===== config.mk =====
export PLATFORM = sky130hd
export DESIGN_NAME = des_core_arbiter
export DESIGN_NICKNAME = d
export VERILOG_FILES = /design/src/rtl/des_core_arbiter.sv
export SDC_FILE = /design/constraint.sdc
export NUM_CORES = 1
export LEC_CHECK = 0
export BUFFER_PORTS_ARGS = -buffer_cell sky130_fd_sc_hd__buf_4
export CELL_PAD_IN_SITES_DETAIL_PLACEMENT = 1
export CELL_PAD_IN_SITES_GLOBAL_PLACEMENT = 2
export CORE_ASPECT_RATIO = 0.5
export CORE_MARGIN = 2
export CORE_UTILIZATION = 27
export CTS_CLUSTER_SIZE = 10
export DETAILED_ROUTE_END_ITERATION = 10
export PLACE_DENSITY_LB_ADDON = 0.05
export SKIP_CTS_REPAIR_TIMING = 1
export SYNTH_ARGS = -nofsm -noshare
export SYNTH_HDL_FRONTEND = slang
export SYNTH_SLANG_ARGS = --single-unit

===== constraint.sdc =====
create_clock -name clk -period 5.4 [get_ports clk]
set_input_delay 1.08 -clock clk [delete_from_list [all_inputs] [get_ports clk]]
set_output_delay 1.08 -clock clk [all_outputs]
set_load 0.02 [all_outputs]

===== src/rtl/des_core_arbiter.sv =====
// des_core_arbiter: round-robin sharing of one iterative DES core between two requesters,
// with a watchdog that turns a missing core_done into an error response.
module des_core_arbiter #(
  parameter int DATA_W  = 64,
  parameter int TIMEOUT = 31
) (
  input  logic              clk,
  input  logic              rst,
  input  logic [1:0]        req_valid,
  output logic [1:0]        req_ready,
  input  logic [DATA_W-1:0] req0_data,
  input  logic [DATA_W-1:0] req1_data,
  input  logic [DATA_W-1:0] req0_key,
  input  logic [DATA_W-1:0] req1_key,
  input  logic              req0_decrypt,
  input  logic              req1_decrypt,
  output logic [1:0]        rsp_valid,
  input  logic [1:0]        rsp_ready,
  output logic [DATA_W-1:0] rsp_data,
  output logic              rsp_err,
  output logic              core_start,
  output logic [DATA_W-1:0] core_data,
  output logic [DATA_W-1:0] core_key,
  output logic              core_decrypt,
  input  logic              core_done,
  input  logic [DATA_W-1:0] core_out
);
  localparam int CW = $clog2(TIMEOUT + 1);
  localparam logic [CW-1:0] CNT_LAST = CW'(TIMEOUT - 1);
  localparam logic [CW-1:0] CNT_MAX  = CW'(TIMEOUT);
  typedef enum logic [1:0] {IDLE, ISSUE, WAIT, RESP} state_t;
  state_t            state_q, state_d;
  logic              grant_q, grant_d, last_q, last_d, dec_q, dec_d, err_q, err_d;
  logic              live_q, live_d;
  logic [CW-1:0]     cnt_q, cnt_d;
  logic [DATA_W-1:0] data_q, data_d, key_q, key_d, out_q, out_d;
  logic              g, take;
  always_comb begin
    g            = (&req_valid) ? ~last_q : req_valid[1];
    // live_q keeps req_ready low while reset is (or was just) asserted
    take         = state_q == IDLE && live_q && |req_valid;
    req_ready    = take ? (g ? 2'b10 : 2'b01) : 2'b00;
    rsp_valid    = state_q == RESP ? (grant_q ? 2'b10 : 2'b01) : 2'b00;
    core_start   = state_q == ISSUE;
    core_data    = data_q;
    core_key     = key_q;
    core_decrypt = dec_q;
    rsp_data     = out_q;
    rsp_err      = err_q;
    live_d       = 1'b1;
    state_d      = state_q;
    grant_d      = grant_q;
    last_d       = last_q;
    cnt_d        = cnt_q;
    data_d       = data_q;
    key_d        = key_q;
    dec_d        = dec_q;
    out_d        = out_q;
    err_d        = err_q;
    case (state_q)
      IDLE: if (take) begin
        state_d = ISSUE;
        grant_d = g;
        data_d  = g ? req1_data : req0_data;
        key_d   = g ? req1_key : req0_key;
        dec_d   = g ? req1_decrypt : req0_decrypt;
      end
      ISSUE: begin
        cnt_d   = '0;
        state_d = WAIT;
      end
      WAIT: if (core_done) begin
        out_d   = core_out;
        err_d   = 1'b0;
        state_d = RESP;
      end else if (cnt_q == CNT_LAST) begin
        out_d   = '0;
        err_d   = 1'b1;
        state_d = RESP;
      end else begin
        cnt_d = cnt_q == CNT_MAX ? cnt_q : cnt_q + 1'b1;
      end
      RESP: if (rsp_ready[grant_q]) begin
        last_d  = grant_q;
        state_d = IDLE;
      end
      default: state_d = IDLE;
    endcase
  end
  always_ff @(posedge clk or negedge rst) begin
    if (!rst) begin
      state_q <= IDLE;
      grant_q <= 1'b0;
      last_q  <= 1'b1;
      live_q  <= 1'b0;
      cnt_q   <= '0;
      data_q  <= '0;
      key_q   <= '0;
      dec_q   <= 1'b0;
      out_q   <= '0;
      err_q   <= 1'b0;
    end else begin
      state_q <= state_d;
      grant_q <= grant_d;
      last_q  <= last_d;
      live_q  <= live_d;
      cnt_q   <= cnt_d;
      data_q  <= data_d;
      key_q   <= key_d;
      dec_q   <= dec_d;
      out_q   <= out_d;
      err_q   <= err_d;
    end
  end
endmodule


==> Yosys cells after proc, flatten, opt, wreduce, memory -nomap -nowiden <==
Index checks and enable logic that the tools add are counted.
{ "word_totals": {"register_bits": 204, "in_bits": 329, "word_cells": 59} }
{ "op_classes": {"n_addsub": 1, "magnitude_cmp": 1, "eq_ne": 11, "muxes": 23, "bitwise": 1, "reduce_logical": 12} }
{ "ops": {"columns": ["cell", "count"], "rows": [
  ["$mux 64", 4],
  ["$mux 2", 8],
  ["$mux 5", 3],
  ["$eq 5x5->1 const B", 2],
  ["$pmux 5 s2", 1],
  ["$ne 2x2->1 const B", 4],
  ["$pmux 2 s4", 1],
  ["$reduce_and 2->1", 4],
  ["$mux 1", 6],
  ["$add 5x1->5 const B", 1],
  ["$eq 2x2->1 const B", 2],
  ["$reduce_and 4->1", 1],
  ["$reduce_bool 2->1", 2],
  ["$ne 3x3->1 const B", 1],
  ["$reduce_and 3->1", 1],
  ["$eq 2x1->1 const B", 1],
  ["$logic_and 1x1->1", 2],
  ["$logic_not 2->1", 1],
  ["$lt 1x2->1 const B", 1],
  ["$ne 2x1->1 const B", 1],
  ["$reduce_or 2->1", 1],
  ["$not 1->1", 1]
]} }

==> Longest topological paths before layout <==
{ "logic_depth": {"depth_word": 5, "ltp_mapped": 7} }

==> Least setup slack after synthesis <==
Ideal clock, no wire load.
{ "synth_path": {"kind": "input -> output", "startpoint": "input port req_valid[0]", "endpoint": "output port req_ready[0]", "arrival_time_ns": 1.747, "path_slack_ns": 2.573, "stages": 3, "path_cell_list": "nand3_1 > a21oi_1 > clkbuf_1"} }
{ "synth_via": {"elab_chain_len": 4, "word_cells_on_any_way": 6, "classes_between": "mux (3); reduce/logical (3)"} }
{ "synth_lines": {"columns": ["element", "line", "rtl"], "rows": [
  ["start: declaration", "9", "input logic [1:0] req_valid,"],
  ["$reduce_and 2->1", "39", "g = (&req_valid) ? ~last_q : req_valid[1];"],
  ["$mux 1", "39", null],
  ["$mux 2", "42", "req_ready = take ? (g ? 2'b10 : 2'b01) : 2'b00;"],
  ["$mux 2 *", "42", null],
  ["end: declaration", "10", "output logic [1:0] req_ready,"]
]} }
Every way passes the cells marked *; elsewhere a longest branch is shown, timed or not.

==> Final worst setup path <==
{ "layout_path": {"startpoint": "register state_q[1]", "endpoint": "register key_q[59] (netlist: core_key[59])"} }
{ "layout_via": {"elab_chain_len": 4} }
{ "layout_lines": {"columns": ["element", "line", "rtl"], "rows": [
  ["start: declaration", "32", "state_t state_q, state_d;"],
  ["start signal: assignment", "103", "state_q <= state_d;"],
  ["$logic_not 2->1 *", "41, 60", null],
  ["$logic_and 1x1->1 (2 in series)", "41", "take = state_q == IDLE && live_q && |req_valid;"],
  ["$reduce_and 2->1 (no line) *", null, null],
  ["end signal: assignment", "109", "key_q <= key_d;"],
  ["end: declaration", "36", "logic [DATA_W-1:0] data_q, data_d, key_q, key_d, out_q, out_d;"]
]} }
Marked as above.
A chain may end at the register's enable or synchronous reset.

==> impl_metrics.tcl <==
set metrics [dict create \
    clock_latency_ns 0.52 \
    firstDrtPassIters 4 \
    regArea_um2 5110 \
    drc 0 \
    initial_utilization_pct 27.7 \
    grtUsageTotal_pct 21.2 \
    hpwl_mm 26.1 \
    htree_num_levels 1 \
    synthesis.area_um2 8440 \
    ir_drop_uv 247 \
    layout.nets 1486 \
    async_reset_ff_share_pct 100 \
    p_per_area_nw_per_um2 582 \
    dp_cells 1547 \
    drt-initial-drc-count 385 \
    dieArea_um2 32800 \
    multi_input_area_um2 3090 \
    setup_slack_ns 2.43 \
    tns_ns 0 \
    core_area_um2 30500 \
    worst-endpoint-arrival_ns 3.41 \
    finClkSkew_ns 0.0101 \
    layout-drive-gt1-share_pct 49.0 \
    grt_overflow 0 \
    fill_cells 3313 \
    setup_viol 0 \
    grt_max_degree 107 \
    grt_first_pass_wirelength_mm 52.9 \
    status "completed" \
    place_congestion 0.829 \
    vias_per_cell 4.89 \
    final_common_cell "buf_4" \
    avgSynthCellArea_um2 13.1 \
    hold_class "reg2reg" \
    finalCritPeriodShare_pct 54.9 \
    worstSetupEndpointType "flop" \
    start_kind "flop" \
    cts_tree "yes" \
    clock_path_buffers 3 \
    vias 7732 \
    root_buffer "clkbuf_16" \
    path_class "reg2reg" \
    maxCapViolations 0 \
    worst_pin_slew_ns 0.951 \
    die_w_um 254 \
    r2r_setup_slack_ns 2.43 \
    synth_seq_area_share_pct 60.5 \
    pre_cts_ws_ns 2.10 \
    synth_seq_cells 204 \
    synth.net_count 980 \
    cp.required_ns 5.85 \
    rows 45 \
    max_slew_margin_pct 36.6 \
    final_core_util_pct 44.1 \
    grt_pass1_vias 8346 \
    die_h_um 129 \
    leakage_nw 6.68 \
    ys_types 38 \
    wirelength_mm 36.1 \
    cts_sinks 204 \
    max_freq_ghz 0.337 \
    final_cell_mix "buf_4 (534), dfrtp_1 (203), a221o_1 (129)" \
    ios 528 \
    min_period_ns 2.97 \
    drv_slew 0 \
    port_buffers 527 \
    design_area_um2 13500 \
    syn_inst 644 \
    wl_per_cell_um 22.8 \
    clk_pin_slew_ns 0.06 \
    placed_cell_area_um2 12800 \
    yosys_warnings 0 \
    antenna-diode-count 0 \
    ys.flop_type "dfrtp_1" \
    cp_max_fo 74 \
    antenna_found_initial 0 \
    area_growth_pct 59.4 \
    rsz0062_at_grt "false" \
    instances_no_fill 1582 \
    synth_edf_count 0 \
    numCtsBuffers 24 \
    hold_viol 0 \
    ant_nets 0 \
]
[power breakdown]
group | switching (mW) | leakage, nW | internal, mW
Clock | 0.642 | 0.319 | 0.836
Combinational | 1.96 | 3.81 | 1.76
Sequential | 0.414 | 2.55 | 2.23
[logic make-up (layout without fill, tap and decap cells)]
group                    after synthesis  in the layout  synth area share (%)
multiplexers                           3              3                 0.371
AO/OA/AOI/OAI                        210            210                  23.7
adder cells (fa/ha/maj)                7              7                  1.04
other                                  1              1                0.0444
buffers and inverters                 61            576                  3.16
flip-flops                           204            204                  60.5
AND/OR/NAND/NOR                      158            158                  11.2
[flip-flops by register name (all words and copies together) (netlist names)]
name / cells
cnt_q: 5
core_data: 64
core_decrypt: 1
core_key: 64
grant_q: 1
last_q: 1
live_q: 1
rsp_data: 64
rsp_err: 1
state_q: 2
[critical path: stages, from the launching register on]
cell     delay [ns]
dfrtp_1        0.41
inv_1          0.09
ha_1           0.30
nand3_1        0.17
a21oi_4        0.15
buf_4          0.70
buf_4          0.69
a221o_1        0.27
[area by class of cell]
cell class	instances	share of cell area [%]
clock buffer	34	4.90
clock inverter	1	0.0558
inverter	5	0.140
multi-input combinational	379	23.0
sequential	204	38.0
tap	423	3.93
timing repair buffer	536	30.1
[per-stage QoR]
step | hold slack, ns | power (mW)
2_1_floorplan | 0.497 | 4.62
3_3_place_gp | 0.484 | 6.33
3_5_place_dp | 0.483 | 6.41
4_1_cts | 0.504 | 7.95
5_1_grt | 0.520 | 8.30
6_report | 0.504 | 7.83
[routing by layer]
layer / vias up / global-route usage (%) / part of all wire, %
met5: - / 0 / 0
met4: 0 / 5.99 / 3.0
met3: 61 / 5.44 / 6.2
met2: 246 / 37.6 / 51
met1: 3941 / 25.7 / 39
li1: 3484 / - / -
[cells in the mapped netlist, types with 2 or more instances]
master	n	area share [%]
mux2i_1	2	0.24
clkbuf_1	32	1.4
inv_1	5	0.22
nand2_1	11	0.49
a221o_1	129	15
o211ai_1	2	0.18
nor2_1	5	0.22
o221ai_1	2	0.21
and2_0	119	8.8
nand2b_1	2	0.15
and2_1	12	0.89
ha_1	7	1.0
a22o_1	64	6.6
a21oi_1	4	0.24
dfrtp_1	203	60
nand3_1	3	0.18
buf_2	21	1.2
[worst paths after layout]
check,from,endpoint,cells after the start
max in group asynchronous,rst,core_key[28]$_DFFE_PN0P_,2
min,rsp_data[16]$_DFFE_PN0P_,rsp_data[16]$_DFFE_PN0P_,1
min reg2reg,rsp_data[16]$_DFFE_PN0P_,rsp_data[16]$_DFFE_PN0P_,1
max,state_q[1]$_DFFE_PN0P_,core_key[59]$_DFFE_PN0P_,7
min in group asynchronous,rst,core_key[7]$_DFFE_PN0P_,1
max reg2reg,state_q[1]$_DFFE_PN0P_,core_key[59]$_DFFE_PN0P_,7
No activity file was read; power rests on OpenSTA's default activity.
